## src/rtl/pp_mult_pkg.sv

```systemverilog
// Shared types and elaboration helpers for the partial-product sequential multiplier.
package pp_mult_pkg;

   typedef enum logic [1:0] {
      IDLE = 2'd0,
      BUSY = 2'd1,
      DONE = 2'd2
   } state_t;

   function automatic int unsigned clog2(input int unsigned v);
      int unsigned r;
      int unsigned t;
      r = 0;
      t = 1;
      while (t < v) begin
         t = t << 1;
         r = r + 1;
      end
      return r;
   endfunction

   // Legal geometry: WIDTH 2..32, ROWS in {1,2,4}, WIDTH a multiple of ROWS.
   function automatic bit rows_legal(input int unsigned width, input int unsigned rows);
      return (width >= 2) && (width <= 32) &&
             ((rows == 1) || (rows == 2) || (rows == 4)) &&
             ((width % rows) == 0);
   endfunction

endpackage

```

## src/rtl/pp_row_gen.sv

```systemverilog
// Gated partial-product row generator: ROWS shifted (x AND y[r]) rows and their sum.
module pp_row_gen
   import pp_mult_pkg::*;
#(
   parameter int unsigned WIDTH = 8,
   parameter int unsigned ROWS  = 1,
   parameter int unsigned CNT_W = 4
) (
   input  logic [WIDTH-1:0]   i_x,
   input  logic [ROWS-1:0]    i_ybits,
   input  logic [CNT_W-1:0]   i_cnt,
   output logic [2*WIDTH-1:0] o_sum
);

   localparam int unsigned PW = 2 * WIDTH;

   logic [WIDTH-1:0] w_op [ROWS];

   // A row with a clear multiplier bit presents a constant zero operand to the adder.
   always_comb begin
      o_sum = '0;
      for (int r = 0; r < ROWS; r++) begin
         w_op[r] = i_ybits[r] ? i_x : '0;
         o_sum   = o_sum + (PW'(w_op[r]) << (int'(i_cnt) * int'(ROWS) + r));
      end
   end

endmodule

```

## src/rtl/pp_seq_mult.sv

```systemverilog
// Iterative unsigned multiplier with zero bypass, row gating and early termination.
module pp_seq_mult
   import pp_mult_pkg::*;
#(
   parameter int unsigned WIDTH = 8,
   parameter int unsigned ROWS  = 1
) (
   input  logic               clk,
   input  logic               rst_n,
   input  logic               in_valid,
   output logic               in_ready,
   input  logic [WIDTH-1:0]   x,
   input  logic [WIDTH-1:0]   y,
   output logic               out_valid,
   input  logic               out_ready,
   output logic [2*WIDTH-1:0] product,
   output logic               busy
);

   localparam int unsigned ITER  = WIDTH / ROWS;
   localparam int unsigned CNT_W = clog2(ITER + 1);
   localparam int unsigned PW    = 2 * WIDTH;

   if (!rows_legal(WIDTH, ROWS)) begin : g_bad_geometry
      $fatal(1, "pp_seq_mult: illegal WIDTH/ROWS combination");
   end

   state_t            r_state;
   state_t            w_state_nx;
   logic [WIDTH-1:0]  r_xr;
   logic [WIDTH-1:0]  r_yr;
   logic [PW-1:0]     r_acc;
   logic [CNT_W-1:0]  r_cnt;
   logic              r_in_ready;
   logic              r_out_valid;
   logic              r_busy;
   logic [PW-1:0]     r_product;

   logic              w_accept;
   logic              w_zero;
   logic              w_last;
   logic [WIDTH-1:0]  w_yr_shift;
   logic [PW-1:0]     w_rows_sum;
   logic [PW-1:0]     w_acc_nx;
   logic              w_in_ready_nx;
   logic              w_out_valid_nx;
   logic              w_busy_nx;

   assign w_accept   = in_valid & r_in_ready & (r_state == IDLE);
   assign w_zero     = (x == '0) || (y == '0);
   assign w_yr_shift = r_yr >> ROWS;
   assign w_last     = (w_yr_shift == '0) || (r_cnt == CNT_W'(ITER - 1));
   assign w_acc_nx   = r_acc + w_rows_sum;

   pp_row_gen #(
      .WIDTH (WIDTH),
      .ROWS  (ROWS),
      .CNT_W (CNT_W)
   ) u_row_gen (
      .i_x     (r_xr),
      .i_ybits (r_yr[ROWS-1:0]),
      .i_cnt   (r_cnt),
      .o_sum   (w_rows_sum)
   );

   // State register
   always_ff @(posedge clk or negedge rst_n) begin
      if (!rst_n) r_state <= IDLE;
      else        r_state <= w_state_nx;
   end

   // Next-state logic
   always_comb begin
      w_state_nx = r_state;
      case (r_state)
         IDLE:    if (w_accept) w_state_nx = w_zero ? DONE : BUSY;
         BUSY:    if (w_last) w_state_nx = DONE;
         DONE:    if (out_ready) w_state_nx = IDLE;
         default: w_state_nx = IDLE;
      endcase
   end

   // Output decode from next state; registered below so flags line up with the state.
   always_comb begin
      w_in_ready_nx  = 1'b0;
      w_out_valid_nx = 1'b0;
      w_busy_nx      = 1'b0;
      case (w_state_nx)
         IDLE:    w_in_ready_nx  = 1'b1;
         BUSY:    w_busy_nx      = 1'b1;
         DONE:    w_out_valid_nx = 1'b1;
         default: w_in_ready_nx  = 1'b0;
      endcase
   end

   // Datapath and registered flags; operands only sampled on an accept edge.
   always_ff @(posedge clk or negedge rst_n) begin
      if (!rst_n) begin
         r_xr        <= '0;
         r_yr        <= '0;
         r_acc       <= '0;
         r_cnt       <= '0;
         r_in_ready  <= 1'b0;
         r_out_valid <= 1'b0;
         r_busy      <= 1'b0;
         r_product   <= '0;
      end else begin
         r_in_ready  <= w_in_ready_nx;
         r_out_valid <= w_out_valid_nx;
         r_busy      <= w_busy_nx;
         case (r_state)
            IDLE: begin
               if (w_accept) begin
                  r_xr  <= x;
                  r_yr  <= y;
                  r_acc <= '0;
                  r_cnt <= '0;
                  if (w_zero) r_product <= '0;
               end
            end
            BUSY: begin
               r_acc <= w_acc_nx;
               r_yr  <= w_yr_shift;
               r_cnt <= r_cnt + CNT_W'(1);
               if (w_last) r_product <= w_acc_nx;
            end
            default: ;
         endcase
      end
   end

   assign in_ready  = r_in_ready;
   assign out_valid = r_out_valid;
   assign busy      = r_busy;
   assign product   = r_product;

endmodule

```

## config.mk

```make
export PLATFORM = sky130hd
export DESIGN_NAME = pp_seq_mult
export DESIGN_NICKNAME = d
export VERILOG_FILES = /design/src/rtl/pp_mult_pkg.sv /design/src/rtl/pp_row_gen.sv /design/src/rtl/pp_seq_mult.sv
export SDC_FILE = /design/constraint.sdc
export NUM_CORES = 1
export LEC_CHECK = 0
export ABC_AREA = 1
export CAP_MARGIN = 20
export CELL_PAD_IN_SITES_DETAIL_PLACEMENT = 1
export CELL_PAD_IN_SITES_GLOBAL_PLACEMENT = 1
export CORE_MARGIN = 2
export CORE_UTILIZATION = 50
export CTS_CLUSTER_SIZE = 30
export DETAILED_ROUTE_END_ITERATION = 12
export DONT_BUFFER_PORTS = 1
export PLACE_DENSITY = 0.82
export SETUP_SLACK_MARGIN = 0.15
export SLEW_MARGIN = 10
export SYNTH_ARGS = -nofsm -noshare
export SYNTH_HDL_FRONTEND = slang
export SYNTH_HIERARCHICAL = 1
export SYNTH_SLANG_ARGS = --single-unit
```

## constraint.sdc

```tcl
create_clock -name clk -period 5.5 [get_ports clk]
set_clock_uncertainty 0.2 [all_clocks]
set_input_delay 1.375 -clock clk [delete_from_list [all_inputs] [get_ports clk]]
set_output_delay 1.375 -clock clk [all_outputs]
set_load 0.1 [all_outputs]
```

# ---- Yosys cells after proc, flatten, opt, wreduce, memory -nomap -nowiden
# Cells that the tools add are included.
dict set report classes {
  shifts 1
  bitwise 2
  n_addsub 2
  n_eq_ne 8
  reduce_logical 11
  mux 19
}
# cell count
set op_table {}
lappend op_table {{16-bit 2-to-1 mux} 4}
lappend op_table {{16-bit case mux with 2 select lines} 2}
lappend op_table {{8-bit logical NOT} 3}
lappend op_table {{16-bit adder} 1}
lappend op_table {{8-bit 2-to-1 mux} 2}
lappend op_table {{8-bit case mux with 2 select lines} 1}
lappend op_table {{8-bit by 4-bit left shift with 16-bit output} 1}
lappend op_table {{2-bit 2-to-1 mux} 4}
lappend op_table {{4-bit case mux with 2 select lines} 1}
lappend op_table {{2-bit != test (second input constant)} 3}
lappend op_table {{2-bit case mux with 3 select lines} 1}
lappend op_table {{4-bit by 1-bit adder with 4-bit output (second input constant)} 1}
lappend op_table {{2-bit by 1-bit == test with 1-bit output (second input constant)} 2}
lappend op_table {{2-bit == test (second input constant)} 2}
lappend op_table {{4-bit by 3-bit == test with 1-bit output (second input constant)} 1}
lappend op_table {{2-bit logical NOT} 2}
lappend op_table {{4-bit 2-to-1 mux} 1}
lappend op_table {{2-bit AND reduction} 2}
lappend op_table {{4-bit AND reduction} 1}
lappend op_table {{1-bit 2-to-1 mux} 3}
lappend op_table {{1-bit AND} 2}
lappend op_table {{1-bit logical OR} 2}
lappend op_table {{2-bit nonzero test} 1}
dict set report word_totals {
  output_inout_bits 19
  reg_bits 57
  inputBits 20
  word_cells 52
}

# ---- Longest topological paths before layout
dict set report logic_depth {
  ltp_word 7
  mapped_depth 17
}

# ---- Cells and area by module
# Netlist, hierarchy kept.
# mod instances area_each_um2 cells_each seq_area_each_um2
set modules_own_cells {}
lappend modules_own_cells {pp_seq_mult 1 3291.9 437 1426.4}
lappend modules_own_cells {pp_row_gen 1 539.3 110 0.0}

# ---- Worst setup path after synthesis
# No wires, ideal clock.
dict set report synth_timing {
  path_kind {input to register}
  startpoint {input port y[7]}
  endpoint {register r_product[2], in the netlist product[2]}
  required_time_ns 5.173
  path_stages 9
  setup_slack_ns 2.967
  arrival_ns 2.206
  path_cell_list {nor2_1 -> nand2_1 -> o21ai_2 -> nand2_4 -> nand2_4 -> inv_4 -> buf_6 -> nand2_1 -> o21ai_2}
}
dict set report synth_between {
  elab_chain_cells 4
}
# item line_no
set synth_lines {}
lappend synth_lines {{start: declaration} pp_seq_mult.sv:13} ;# input logic [WIDTH-1:0] y,
lappend synth_lines {{8-bit logical NOT} pp_seq_mult.sv:50} ;# assign w_zero = (x == '0) || (y == '0);
lappend synth_lines {{1-bit logical OR} pp_seq_mult.sv:50}
lappend synth_lines {{2-bit != test (no line)} n/a}
lappend synth_lines {{4-bit AND reduction (no line)} n/a}
lappend synth_lines {{end signal: assignment} pp_seq_mult.sv:125} ;# if (w_last) r_product <= w_acc_nx;
lappend synth_lines {{end: declaration} pp_seq_mult.sv:37} ;# logic [PW-1:0] r_product;
# Every way passes these cells.
# A chain may end at the register's enable or synchronous reset.

# ---- Worst setup path after layout
dict set report layout_timing {
  startpoint {register r_cnt[0]}
  endpoint {register r_product[6], in the netlist product[6]}
}
dict set report layout_between {
  elab_chain_cells 4
  word_cells_on_any_way 8
  cone_classes {1 x add/sub; 2 x eq/ne; 1 x shift; 2 x mux; 2 x reduce/logical}
}
# item line_no
set layout_lines {}
lappend layout_lines {{start: declaration} pp_seq_mult.sv:33} ;# logic [CNT_W-1:0] r_cnt;
lappend layout_lines {{start signal: assignment} pp_seq_mult.sv:124} ;# r_cnt <= r_cnt + CNT_W'(1);
lappend layout_lines {{8-bit by 4-bit left shift with 16-bit output} pp_row_gen.sv:24} ;# o_sum = o_sum + (PW'(w_op[r]) << (int'(i_cnt) * int'(ROWS) + r));
lappend layout_lines {{net w_rows_sum[4]} pp_seq_mult.sv:43} ;# logic [PW-1:0] w_rows_sum;
lappend layout_lines {{16-bit adder} pp_seq_mult.sv:53} ;# assign w_acc_nx = r_acc + w_rows_sum;
lappend layout_lines {{16-bit 2-to-1 mux} pp_seq_mult.sv:125}
lappend layout_lines {{16-bit case mux with 2 select lines} pp_seq_mult.sv:111} ;# case (r_state)
# The timed path passes the listed nets, and every way through them passes these cells. The select of a mux whose other input is x is not followed.

==> summary.md <==
| Metric | Value |
|---|---|
| Worst hold slack | `between 0.2 and 0.3 ns` |
| Post-Place Cell Area | `between 0.003 and 0.004 mm^2` |
| Ratio of final minimum period to clock period | `0.610` |
| DRT antenna net count | `0` |
| Count of endpoints failing setup in the final report | `0` |
| Hold violation total from the final report | `0` |
| Post-Route Setup TNS | `0 ns` |
| Post-CTS Resized | `0` |
| Final weighted congestion in routability-driven placement | `0.875` |
| DRC violations left | `0` |
| Buffering stage count on the worst path with inverters included | `2` |
| Global router's overall resource usage | `0.275` |
| Class of the worst hold path | `register to register` |
| Reg-to-Reg Start | `r_cnt[0]` |
| Synthesized instance count | `around 550` |
| Fraction of layout cells with a size suffix above 1 | `0.0821` |
| Number of antenna violations at the first check in global routing | `0` |
| Total core area | `approximately 0.0073 mm^2` |
| Setup Buffers After CTS | `0` |
| Required arrival time at the worst endpoint | `5.57 ns` |
| Clk sinks | `between 50 and 60` |
| Crit path max fanout | `16` |
| Area of the die | `0.00838 mm^2` |
| Net count after synthesis | `about 580` |
| Worst Hold Path Cells | `2` |
| Routed WL per cell | `16.4 um` |
| Final net count | `580` |
| Worst R2R Path Depth | `14` |
| Count of warnings emitted by yosys | `6` |
| Maximum clock insertion buffer count | `2` |
| Total iterations of the first detailed-routing run | `5` |
| Post-layout instance area | `between 0.004 and 0.005 mm^2` |
| CP top delay family | `simple AND/OR/NAND/NOR gates` |
| Number of vias per cell | `5.45` |
| Number of ports placed on the die boundary | `39` |
| X dimension of the die | `just over 90 um` |
| Worst-path clk slew | `0.07 ns` |
| Worst Setup Path Type | `register to register` |
| Layout Area Growth over Synthesis | `5.78%` |
| Number of flops mapped to enable cells by yosys | `0` |
| Count of non-filler cells in the finished layout | `between 600 and 700` |
| Crit path depth | `14` |
| Fmax | `298 MHz` |
| Worst path cell trace | `inv_1 -> nand2_1 -> nand3_1 -> nand3_1 -> nand2_1 -> nor2_1 -> ha_1 -> nand2_1 -> inv_1 -> a21oi_1 -> nand2_1 -> a21oi_1 -> o21ai_0 -> o21ai_1` |
| Number of pins with negative max-slew slack in the final report | `0` |
| Number of buffers added by the clock tree synthesis step | `9` |
| Share of async-settable or async-resettable flops after synthesis | `1.00` |
| Total wire length | `between 10 and 15 mm` |
| Vias post-DR | `3,528` |
| Kind of end point of the critical path | `register` |
| Data arrival time of the worst path | `between 3 and 4 ns` |
| Biggest cell delay along the critical path | `around 0.7 ns` |
| Critical path startpoint | `r_cnt[0]` |
| Worst-skew pair later-pin latency | `roughly 0.36 ns` |
| Starting utilization of the core area | `0.523` |
| Library cells used by synthesis | `38` |
| Hold path startpoint | `r_xr[4]` |
| Cell at the root of the clock tree | `sky130_fd_sc_hd__clkbuf_8` |
| Slew at the pin with the worst max-slew slack | `between 0.9 and 1 ns` |
| Sort of element at the start of the critical path | `register` |
| Leftover overflow at the end of global routing | `0` |
| Combined area of all synthesized cells | `between 0.003 and 0.004 mm^2` |
| Total placed cells including tap cells | `631` |
| Most common flop cell mapped by yosys | `sky130_fd_sc_hd__dfrtp_1` |
| Clock tree from TritonCTS | `done` |
| Fillcell total | `between 900 and 1,000` |
| Floorplan row count | `31` |
| RSZ-0062 raised after global routing | `false` |
| Post-DP HPWL | `7.83 mm` |
| Top cell by count, worst path | `sky130_fd_sc_hd__nand2_1` |
| Worst-case headroom to the max-slew limit | `0.364` |
| Cell type of the slowest stage on the worst timing path | `sky130_fd_sc_hd__dfrtp_1` |
| Pin count of the biggest net entering global routing | `just under 60` |
| Syn Area/Cell | `approximately 7 um^2` |
| Vias in the first global route | `3,725` |
| Outcome | `finished clean` |
| Max Cap Violations | `0` |
| Diode count | `0` |
| Post-CTS Hold Buffers | `0` |
| Htree depth | `3` |
| Share of synthesized area occupied by flip-flops and latches | `0.372` |
| Global-route wire length before repair | `approximately 18 mm` |
| Register bit total from synthesis | `57` |
| Port Buffers | `0` |
| Vertical extent of the die | `~90 um` |
| DRC marker count from the first detailed-route iteration | `~160` |
| Minimum clock period after layout | `between 3 and 4 ns` |
[cells in the mapped netlist (all sizes together), types with 4 or more instances]
library cell | n | area share
buf | 15 | 0.033
a21oi | 14 | 0.018
inv | 62 | 0.063
or2 | 4 | 0.0065
dfrtp | 57 | 0.37
o21ai | 22 | 0.036
o22ai | 4 | 0.0065
ha | 16 | 0.052
nor2 | 36 | 0.040
nand3 | 75 | 0.10
o211ai | 6 | 0.012
nand4 | 12 | 0.020
nand2 | 212 | 0.22
[worst register-to-register path: stages (launching register included)]
cell and delay [ns]:
sky130_fd_sc_hd__dfrtp_1 0.70, sky130_fd_sc_hd__inv_1 0.27, sky130_fd_sc_hd__nand2_1 0.16, sky130_fd_sc_hd__nand3_1 0.10, sky130_fd_sc_hd__nand3_1 0.13, sky130_fd_sc_hd__nand2_1 0.07
sky130_fd_sc_hd__nor2_1 0.18, sky130_fd_sc_hd__ha_1 0.32, sky130_fd_sc_hd__nand2_1 0.12, sky130_fd_sc_hd__inv_1 0.07, sky130_fd_sc_hd__a21oi_1 0.18, sky130_fd_sc_hd__nand2_1 0.19
sky130_fd_sc_hd__a21oi_1 0.24, sky130_fd_sc_hd__o21ai_0 0.18, sky130_fd_sc_hd__o21ai_1 0.17
[path summary, 6_finish.rpt]
path | endpoint | slack (ns)
min reg2reg | r_xr[4] | 0.28
min | r_xr[4] | 0.28
max in group asynchronous | product[8] | 4.49
max reg2reg | product[6] | 2.15
max | product[6] | 2.15
min in group asynchronous | r_acc[12] | 0.51
[through the flow]
| stage | setup slack, ns | util |
|---|---|---|
| floorplan | 2.97 | - |
| global placement | 2.01 | 0.523 |
| detailed placement | 1.92 | 0.523 |
| CTS | 2.11 | 0.553 |
| global route | 1.87 | 0.553 |
| finish | 2.15 | 0.553 |
[layout by cell type (no fill, tap or decap), types with 2 or more instances in the layout]
cell	instances
sky130_fd_sc_hd__bufinv_16	2
sky130_fd_sc_hd__nor2_1	33
sky130_fd_sc_hd__or2_2	2
sky130_fd_sc_hd__a21oi_1	14
sky130_fd_sc_hd__o21ai_1	5
sky130_fd_sc_hd__clkbuf_8	9
sky130_fd_sc_hd__and2_1	2
sky130_fd_sc_hd__o21ai_2	7
sky130_fd_sc_hd__nor2_4	2
sky130_fd_sc_hd__clkinv_2	2
sky130_fd_sc_hd__o211ai_1	6
sky130_fd_sc_hd__xor2_1	2
sky130_fd_sc_hd__inv_1	58
sky130_fd_sc_hd__nand2_4	2
sky130_fd_sc_hd__nand3_1	71
sky130_fd_sc_hd__nand4_1	12
sky130_fd_sc_hd__inv_2	2
sky130_fd_sc_hd__nand2_1	204
sky130_fd_sc_hd__o21ai_0	10
sky130_fd_sc_hd__o22ai_1	4
sky130_fd_sc_hd__nor3_1	2
sky130_fd_sc_hd__nand3_2	4
sky130_fd_sc_hd__ha_1	16
sky130_fd_sc_hd__dfrtp_1	57
sky130_fd_sc_hd__clkinv_4	2
sky130_fd_sc_hd__nand2_2	6
[metal layers]
layer,GRT usage,vias up,share of wire
li1,-,1749,-
met1,0.374,1701,0.48
met2,0.437,64,0.46
met3,0.0481,14,0.042
met4,0.102,0,0.015
met5,0,-,0
[flip-flops by register name, summed over array words and instances, names as in the netlist]
signal,flops
in_ready,1
r_yr,8
product,16
out_valid,1
busy,1
r_cnt,4
r_xr,8
r_state,2
r_acc,16
[area by class of cell]
type | count | area [um^2] | area share
inverters | 63 | 244 | 0.0602
flip-flops and latches | 57 | 1430 | 0.352
well taps | 99 | 124 | 0.0306
multi-input cells | 411 | 2030 | 0.501
repair buffers | 1 | 7.51 | 0.00185
clock buffers | 9 | 124 | 0.0306
clock inverters | 7 | 95.1 | 0.0235
[cell families (layout without fill, tap and decap cells)]
group	count (synthesis)	count (layout)	share of synthesized area
xor+xnor	2	2	0.00457
fa+ha+maj	17	17	0.0575
flops	57	57	0.372
simple gates	344	344	0.393
compound gates	48	48	0.0758
buf+inv	79	80	0.0973
Power is not shown: default switching activity piles up to over one toggle a cycle in this logic, so the estimate is an artifact.
